$ cat config.mk
export PLATFORM = sky130hd
export DESIGN_NAME = pipe_adder
export DESIGN_NICKNAME = d
export VERILOG_FILES = /design/src/rtl/pipe_adder.sv
export SDC_FILE = /design/constraint.sdc
export NUM_CORES = 1
export LEC_CHECK = 0
export CAP_MARGIN = 20
export CORE_ASPECT_RATIO = 1.4
export CORE_MARGIN = 2
export CORE_UTILIZATION = 50
export DETAILED_ROUTE_END_ITERATION = 10
export HOLD_SLACK_MARGIN = 0.03
export PLACE_DENSITY = 0.78
export SLEW_MARGIN = 15
export SYNTH_ARGS = -nofsm -noshare
export SYNTH_HDL_FRONTEND = slang
export SYNTH_SLANG_ARGS = --single-unit
$ cat constraint.sdc
create_clock -name clk -period 7.1 [get_ports clk]
set_input_delay 1.42 -clock clk [delete_from_list [all_inputs] [get_ports clk]]
set_output_delay 1.42 -clock clk [all_outputs]
set_load 0.005 [all_outputs]
$ cat src/rtl/pipe_adder.sv
// pipe_adder: pipelined, segmented add/subtract unit with valid/ready handshake.
//
// A WIDTH-bit add is split into STAGES equal segments of SEG = WIDTH/STAGES bits. Each pipeline
// stage adds one segment plus the carry from the previous stage, so the critical path is one
// SEG-bit adder plus one carry flop. One operation per cycle is sustained.
//
// Ports:
//   clk        clock, all state updates on the rising edge
//   rst        synchronous active-high reset
//   in_valid   operand beat present
//   in_ready   unit accepts a beat this cycle (depends only on out_valid, out_ready, flush)
//   a, b       WIDTH-bit two's complement operands
//   sub        0: a+b, 1: a-b
//   flush      drop every in-flight operation at the next edge
//   out_valid  result beat present (last stage register)
//   out_ready  consumer accepts the result
//   sum        result modulo 2^WIDTH
//   cout       carry out of the MSB (for subtract, 1 means no borrow)
//   ovf        signed overflow
//
// WIDTH must be a multiple of STAGES; STAGES is legal in 1..8.
module pipe_adder #(
  parameter int unsigned WIDTH  = 32,
  parameter int unsigned STAGES = 2
) (
  input  logic             clk,
  input  logic             rst,
  input  logic             in_valid,
  output logic             in_ready,
  input  logic [WIDTH-1:0] a,
  input  logic [WIDTH-1:0] b,
  input  logic             sub,
  input  logic             flush,
  output logic             out_valid,
  input  logic             out_ready,
  output logic [WIDTH-1:0] sum,
  output logic             cout,
  output logic             ovf
);

  localparam int unsigned SEG = WIDTH / STAGES;

  // Stage registers, index s holds the output of stage s+1.
  // r_a/r_b carry the operands forward; only bits above the segments already added are consumed
  // downstream. r_s holds the partial result whose low (s+1)*SEG bits are final.
  logic [WIDTH-1:0]  r_a [STAGES];
  logic [WIDTH-1:0]  r_b [STAGES];
  logic [WIDTH-1:0]  r_s [STAGES];
  logic [STAGES-1:0] r_c;
  logic [STAGES-1:0] r_v;
  logic              r_ovf;

  logic              w_advance;
  logic [WIDTH-1:0]  w_a_in  [STAGES];
  logic [WIDTH-1:0]  w_b_in  [STAGES];
  logic [WIDTH-1:0]  w_s_in  [STAGES];
  logic [WIDTH-1:0]  w_s_nxt [STAGES];
  logic [SEG:0]      w_seg   [STAGES];
  logic [STAGES-1:0] w_c_in;
  logic [STAGES-1:0] w_c_nxt;
  logic [STAGES-1:0] w_v_in;
  logic              w_ovf_nxt;

  // The whole pipe moves in lockstep: bubbles shift too, so a stall costs every beat one cycle.
  assign w_advance = !out_valid || out_ready;
  assign in_ready  = w_advance && !flush;

  always_comb begin
    for (int s = 0; s < STAGES; s++) begin
      w_a_in[s]  = '0;
      w_b_in[s]  = '0;
      w_s_in[s]  = '0;
      w_s_nxt[s] = '0;
      w_seg[s]   = '0;
    end
    w_c_in    = '0;
    w_c_nxt   = '0;
    w_v_in    = '0;
    w_ovf_nxt = 1'b0;

    // Stage 1 input: subtract becomes a + ~b + 1 with the +1 entering as carry-in.
    w_a_in[0] = a;
    w_b_in[0] = sub ? ~b : b;
    w_c_in[0] = sub;
    w_s_in[0] = '0;
    w_v_in[0] = in_valid && in_ready;

    for (int s = 1; s < STAGES; s++) begin
      w_a_in[s] = r_a[s-1];
      w_b_in[s] = r_b[s-1];
      w_c_in[s] = r_c[s-1];
      w_s_in[s] = r_s[s-1];
      w_v_in[s] = r_v[s-1];
    end

    for (int s = 0; s < STAGES; s++) begin
      w_seg[s] = {1'b0, w_a_in[s][s*SEG +: SEG]} + {1'b0, w_b_in[s][s*SEG +: SEG]}
               + {{SEG{1'b0}}, w_c_in[s]};
      w_s_nxt[s] = w_s_in[s];
      w_s_nxt[s][s*SEG +: SEG] = w_seg[s][SEG-1:0];
      w_c_nxt[s] = w_seg[s][SEG];
    end

    // Carry into the MSB is recovered as a^b^sum at that bit; overflow is that XOR carry out.
    w_ovf_nxt = w_a_in[STAGES-1][WIDTH-1] ^ w_b_in[STAGES-1][WIDTH-1]
              ^ w_s_nxt[STAGES-1][WIDTH-1] ^ w_c_nxt[STAGES-1];
  end

  always_ff @(posedge clk) begin
    if (rst) begin
      for (int s = 0; s < STAGES; s++) begin
        r_a[s] <= '0;
        r_b[s] <= '0;
        r_s[s] <= '0;
      end
      r_c   <= '0;
      r_v   <= '0;
      r_ovf <= 1'b0;
    end else if (flush) begin
      // Only valids are cleared; stale data is harmless once invalid.
      r_v <= '0;
    end else if (w_advance) begin
      for (int s = 0; s < STAGES; s++) begin
        r_a[s] <= w_a_in[s];
        r_b[s] <= w_b_in[s];
        r_s[s] <= w_s_nxt[s];
      end
      r_c   <= w_c_nxt;
      r_v   <= w_v_in;
      r_ovf <= w_ovf_nxt;
    end
  end

  assign out_valid = r_v[STAGES-1];
  assign sum       = r_s[STAGES-1];
  assign cout      = r_c[STAGES-1];
  assign ovf       = r_ovf;

endmodule
==> flow_summary.toml <==
[timing]
period_needed_ns = 4.21
setup_viol = 0
report.final.slew_viol_count = 0
slew_headroom = 0.360
hold_viol = 0
rsz0062_at_grt = "no"
fmax_mhz = 238
finalClockSkew_ns = 0.00877
fin_hold_ws_ns = 0.478
fin_tns_setup_ns = 0
worst_pin_slew_ns = 0.960
post-route-period-util = 0.592

[synthesis]
synthFlopType = "edfxtp_1"
netlist_area_um2 = 5130
async_flop_share = 0
syn_inst = 460
synth_nets = 563
ys_types = 55
synth-seq-cells = 85
synth_edf_count = 80
yosysWarnings = 0
ys_seq_area_frac = 0.488
postSynthAreaPerCell_um2 = 11.2

[critical_path]
cp-start-kind = "input pin"
reg2regPathDepth = 8
endpoint = "in_ready"
ff2ff_setup_slack_ns = 4.43
cpMostUsedCell = "clkdlybuf4s50_1"
rr_endpoint = "r_s[0][60]$_SDFFCE_PN0P_"
worst_ep_arrival_time_ns = 2.79
cp.required_ns = 5.68
crit_fanout = 5
end_kind = "output pin"
crit_chain = "clkdlybuf4s50_1 -> nor2b_1 -> nor2_1 -> clkdlybuf4s50_1"
setup.worst_path.class = "in2out"
slowest_delay_ns = 0.46
critPathSlowestCell = "clkdlybuf4s50_1"
worstSetupStartpoint = "out_ready"
r2r-start = "r_b[0][16]$_SDFFCE_PN0P_"

[route]
dr.pass1.iters = 4
wl_um = 10200
viasPerCell = 5.23
wl_per_cell_um = 15.1
ant_nets = 0
vias = 3513
drc = 0
drtIter0Drc = 167

[cts]
cts_root_buf = "clkbuf_16"
cts_buffers = 9
cts.path.max_buffers = 2
cts_resized = 0
clk_latency_ns = 0.33
htree_levels = 3
cts_hold_buf = 0
clock-sinks = 85
postCtsSetupBuffers = 0
clk_pin_slew_ns = 0.06
cts_tree = "yes"

[status]
outcome = "completed"

[place]
dp_hpwl_um = 7330
place.gp.congestion = 0.870
placed_area_um2 = 6060
port_buffers = 105

[cells_and_area]
antennaDiodeCount = 0
drive_gt1_frac = 0.0633
synthToLayoutAreaGrowth_pct = 23.2
utilization = 0.635
fin_nets = 635
stdcell_area_um2 = 6320

[floorplan]
rows = 43
die_area_um2 = 11100
die_y_um = 124
start_util = 0.515
coreArea_um2 = 9950
die-width_um = 89.6
pin_count = 106

[hold_path]
hp-class = "reg2reg"
min_from = "r_c[1]$_SDFFE_PP0P_"

[pwr]
p_leak_nw = 2.48
power_density_nw_per_um2 = 210
power.total_mw = 1.32
peakVddDrop_mv = 0.110

[grt]
antenna_found_initial = 0
grtUsageTotal = 0.190
grt_pass1_wl_um = 16100
overflow = 0
grt_max_degree = 49
grt_pass1_vias = 3610

[job]
cap_violations = 0
-- through the flow --
stage / setup WS [ns] / instances
2_1_floorplan: 3.36 / 460
3_3_place_gp: 2.96 / 656
3_5_place_dp: 2.86 / 656
4_1_cts: 2.88 / 672
5_1_grt: 2.81 / 672
6_report: 2.89 / 672
-- worst max-delay path, delay by kind of cell --
family        cells  cell delay, ns
buf+inv           2            0.86
simple gates      2            0.50
-- how the worst min path moves through the flow --
stage,end,cells past startpoint
2_1_floorplan,r_c[1]$_SDFFE_PP0P_,2
3_3_place_gp,r_c[1]$_SDFFE_PP0P_,2
3_5_place_dp,r_c[1]$_SDFFE_PP0P_,2
4_1_cts,r_c[1]$_SDFFE_PP0P_,2
5_1_grt,r_c[1]$_SDFFE_PP0P_,2
6_report,r_c[1]$_SDFFE_PP0P_,2
-- cells in the mapped netlist (all sizes together), types with 6 or more instances --
cell	number	area share
a21oi	26	0.027
clkbuf	6	0.0044
buf	41	0.057
nand2b	6	0.010
nor3	7	0.0088
a21o	7	0.010
ha	30	0.073
and3	6	0.0073
xor2	25	0.043
nand2	21	0.015
nor2	50	0.037
o21ai	16	0.017
a31oi	8	0.013
edfxtp	80	0.47
inv	10	0.0073
and2	37	0.045
xnor2	29	0.050
-- layout by cell type, fill, tap and decap left out, types with 2 or more instances in the layout --
master / n
clkdlybuf4s50_1: 104
edfxtp_1: 80
nor2_1: 50
and2_1: 37
ha_1: 30
xnor2_1: 29
xor2_1: 25
a21oi_1: 24
nand2_1: 21
inv_1: 9
o21ai_0: 9
clkbuf_16: 9
a21o_1: 7
a31oi_1: 7
and3_1: 6
clkinv_2: 5
nor3_1: 5
nand3_1: 5
o21ai_1: 5
dfxtp_1: 5
nand2b_1: 4
o211ai_1: 4
nor2b_1: 3
mux2i_1: 3
nand4_1: 3
o21a_1: 3
fa_1: 3
buf_4: 3
a211oi_2: 2
o21ai_2: 2
a21oi_2: 2
nand2b_4: 2
nor3b_1: 2
o21bai_1: 2
o311ai_1: 2
clkbuf_1: 2
-- per-layer routing --
layer  GRT usage  up-vias  share of wire
li1            -     1745              -
met1       0.226     1654           0.42
met2       0.331       99           0.52
met3      0.0272       15          0.040
met4      0.0924        0          0.023
met5           0        -              0
-- registers in the layout, indices dropped and copies added, names as in the netlist --
signal,flops
r_a,16
r_c,2
r_b,16
r_v,2
r_s,48
ovf,1
-- kinds of logic after synthesis --
family,after synthesis,synth area share
AO/OA/AOI/OAI,80,0.109
buffers and inverters,57,0.0685
multiplexers,5,0.0107
flip-flops,85,0.488
AND/OR/NAND/NOR,146,0.147
adder cells (fa/ha/maj),33,0.0849
XOR/XNOR,54,0.0922
-- area by class of cell --
class	count	area, µm²
sequential	85	2500
clock buffer	11	233
timing repair buffer	108	1070
tap	135	169
multi-input combinational	318	2280
fill	769	3630
inverter	10	38.8
clock inverter	5	27.5
-- where the power goes --
part / total (mW) / switching (mW) / internal [mW]
Combinational: 0.303 / 0.150 / 0.153
Clock: 0.411 / 0.177 / 0.234
Sequential: 0.611 / 0.0142 / 0.597
No activity file was read; power rests on OpenSTA's default activity.
==> RTL change 1 (same flow settings) <==
Change the parameter `STAGES` from 2 to 4.
--- a/src/rtl/pipe_adder.sv
+++ b/src/rtl/pipe_adder.sv
@@ -23,3 +23,3 @@
   parameter int unsigned WIDTH  = 32,
-  parameter int unsigned STAGES = 2
+  parameter int unsigned STAGES = 4
 ) (
Behaviour: not the same (Yosys sat finds a counterexample within 4 cycles, from zero or initial values and one cycle with rst high).
==> RTL change 1 against the unedited design <==
- design area increased by 59%
- setup slack improved by 0.094 ns
- sequential cell count increased by 100
- non-clock buffer count unchanged
- routed wire length increased by 26%
- die area increased by 58%
- hold slack got worse by 0.018 ns
- area after synthesis increased by 60%
- power increased by 90%
==> RTL change 1: results <==
[placement]
place.gp.congestion = 0.815
place_inst = 864
hpwl_mm = 8.36
dp_slack_ns = 2.77
dpl_cell_area_mm2 = 0.00941

[route]
vias = 4516
m1WireLength_mm = 5.12
post_drt_wl_per_cell_um = 14.3
viasPerCell = 5.03
dr_wl_met3_um = 500
routed-wl-met2_mm = 6.89
drtIter0Drc = 273

[final_layout]
reg.largest.list = r_s x80, r_a x48, r_b x48
final_layout_size_suffix_gt1_share_pct = 7.74
multi_input_area_mm2 = 0.00259
clock_area_share_pct = 6.04
nonClkBufAreaFrac_pct = 10.8
num-nonclk-inverters = 10
seq_share_pct = 54.4
final_nets = 790
n_fill_cell = 1222
multi_input_gates = 363

[critical_path]
r2r_end = r_a[0][26]
path_max_fanout = 7
slowest_delay_ns = 0.54
r2r-start = r_v[3]
worstSetupStartpoint = flush
cp.arrival_ns = 2.69

[sta]
finalCritPeriodShare_pct = 57.9
clock_skew_ns = 0.0153
tightestPinTransition_ns = 1.02
hold_slack_ns = 0.461

[clocking]
clk_latency_ns = 0.43
h-tree-depth = 4
cts_made_buffers = 17

[synthesis]
postSynthCellCount = 583
synth_edf_count = 176
ys_types = 40
synth_commonest_cells = 176 x edfxtp_1, 125 x and2_1, 55 x nor2_1
yosys_register_bits = 185
synth_area_leaders = edfxtp_1 64%, and2_1 9.5%, ha_1 4.3%
synth_nets = 688
synth-seq-area-share_pct = 66.4

[power_and_ir_drop]
irDropWorstVdd_uv = 148
power_density_mw_per_mm2 = 251
p_leak_nw = 3.90

[grt]
grt_pass1_wl_mm = 21.1
met1_usage_pct = 17.4
met3_usage_pct = 3.03
grt_max_degree = 131
grtUsageTotal_pct = 15.2
grtUsageMet2_pct = 27.7
grt_pass1_vias = 4500

[run_status]
status = complete, no violations

[worst_hold_path]
min_to = ovf
hp-start = ovf

[floorplan]
rows = 55
-- RTL change 1: changes by cell type in the layout (fill, tap and decap cells not counted), sizes merged, moves of 6 or more --
cell    before  now
a21oi       26   15
and2        37  125
edfxtp      80  176
and3         6    0
clkbuf      11   17
nand2       21    8
xor2        25   14
inv          9   17
-- RTL change 1: cell families after synthesis --
group	Yosys count	share of synthesized area, %
AOI/OAI and AO/OA	62	4.96
xor gates and xnor gates	48	5.11
adders and majority gates	35	5.96
buffers and inverters	35	2.16
DFF	185	66.4
muxes	4	0.487
and+or+nand+nor	214	14.9
-- RTL change 1: power breakdown --
group	internal, mW	leakage [nW]	switching, mW
Sequential	1.28	2.00	0.0220
Clock	0.506	0.292	0.441
Combinational	0.138	1.61	0.131
-- RTL change 1: worst max path at each step --
stage,end
floorplan,r_a[0][10]
global placement,r_a[0][59]
detailed placement,r_a[0][25]
CTS,in_ready
global route,in_ready
finish,in_ready
==> RTL change 2 (config.mk and constraints unchanged) <==
Made on the original files. Register the output `ovf` once more, with the module's reset; this adds one clock of latency there. The other outputs are not delayed to match.
--- a/src/rtl/pipe_adder.sv
+++ b/src/rtl/pipe_adder.sv
@@ -136,3 +136,9 @@
   assign cout      = r_c[STAGES-1];
-  assign ovf       = r_ovf;
+  always_ff @(posedge clk) begin
+    if (rst) begin
+      ovf <= '0;
+    end else begin
+      ovf <= r_ovf;
+    end
+  end
 
Formal check against the unedited RTL: not equivalent (Yosys sat finds a counterexample within 4 cycles, from zero or initial values and one cycle with rst high).
==> RTL change 2 against the unedited design <==
- combinational power is 1% lower
- final cell count is 1.5% lower
- sequential cell count is 1 higher
- design area is 0.20% lower
- clock skew is 0.0032 ns lower
- critical path depth stayed put
- maximum frequency is 0.59% higher
- area after synthesis is 2.1% lower
- power is 8.8% higher
- register-to-register slack worse by 0.13 ns
- core utilization is 0.57 points higher
- setup slack better by 0.025 ns
- routed wire length is 3.3% lower
- largest power group unchanged
==> RTL change 2: results <==
[run_status]
status = complete, no violations

[route]
route.detailed.drc = 0
viasPerCell = 5.19
wirelength_mm = 9.84
drtIter0Drc = 178

[synthesis]
synth_area_leaders = edfxtp_1 48%, ha_1 7.5%, xnor2_1 5.2%
synth-seq-area-share_pct = 50.2
synth_nets = 552
synth_warnings = 0
ys_types = 53
synth_commonest_cells = 80 x edfxtp_1, 52 x nor2_1, 34 x and2_1
synth_mux_area_share_pct = 0.473
ys_async_sr_fraction_pct = 0
synth-xor-area-share_pct = 9.59
synth_fa_ha_area_share_pct = 8.67
synth_compound_area_share_pct = 9.49

[worst_hold_path]
holdCritPathClass = reg -> reg
hp-start = r_ovf

[grt]
antenna_found_initial = 0
grtUsageTotal_pct = 18.7
grt_pass1_vias = 3380
grt_max_degree = 64
grt_pass1_wl_mm = 15.2

[critical_path]
path_delay_family = buffers and inverters
slowest_delay_ns = 0.46
r2r_end = r_s[0][62]
slowest_stage = clkdlybuf4s50_1
cp.arrival_ns = 2.76
worstSetupStartpoint = out_ready
ff2ff_path_depth = 9
path_max_fanout = 6
ff2ff_setup_slack_ns = 4.30
r2r-start = r_b[0][16]

[placement]
port-buffer-count = 105
dp_slack_ns = 2.58
place.gp.congestion = 0.785
hpwl_mm = 7.02

[sta]
clock_skew_ns = 0.00558
slew-limit-headroom_pct = 39.2

[power_and_ir_drop]
p_leak_nw = 2.48
irDropWorstVdd_uv = 131

[final_layout]
final_nets = 625
n_fill_cell = 768
reg.largest.list = r_s x48, r_a x16, r_b x16
final_layout_size_suffix_gt1_share_pct = 5.69

[clocking]
cts_setup_buffers = 0
cts_made_buffers = 9
cts.path.max_buffers = 2
clk_pin_slew_ns = 0.06
==> RTL change 2: power breakdown <==
part	internal (mW)	leakage, nW	switching [mW]
clock network	0.341	0.157	0.185
registers	0.603	0.933	0.0130
logic	0.153	1.39	0.146
==> RTL change 2: how the worst min path moves through the flow <==
| stage | endpoint | slack [ns] | depth (start not counted) |
|---|---|---|---|
| floorplan | ovf | 0.44 | 1 |
| global placement | ovf | 0.45 | 1 |
| detailed placement | ovf | 0.47 | 1 |
| CTS | ovf | 0.47 | 1 |
| global route | ovf | 0.48 | 1 |
| finish | ovf | 0.47 | 1 |
==> RTL change 2: metrics by stage <==
stage	cell area, um^2	instances
2_1_floorplan	5020	449
3_3_place_gp	5970	646
3_5_place_dp	5970	646
4_1_cts	6310	662
5_1_grt	6310	662
6_report	6310	662
==> RTL change 2: metal layers <==
metal / share of wire, % / GRT usage [%] / vias up / wire, um
li1: - / - / 1702 / -
met1: 40 / 20.9 / 1633 / 3890
met2: 55 / 33.5 / 93 / 5370
met3: 4.3 / 4.64 / 10 / 424
met4: 1.6 / 7.29 / 0 / 158
met5: 0 / 0 / - / 0
==> RTL change 2: area by class of cell <==
cell class / count / share of cell area [%]
Timing Repair Buffer: 107 / 16.8
Tap cell: 135 / 2.68
Clock inverter: 7 / 1.79
Inverter: 5 / 0.317
Multi-Input combinational cell: 313 / 34.8
Clock buffer: 9 / 3.57
Sequential cell: 86 / 40.0
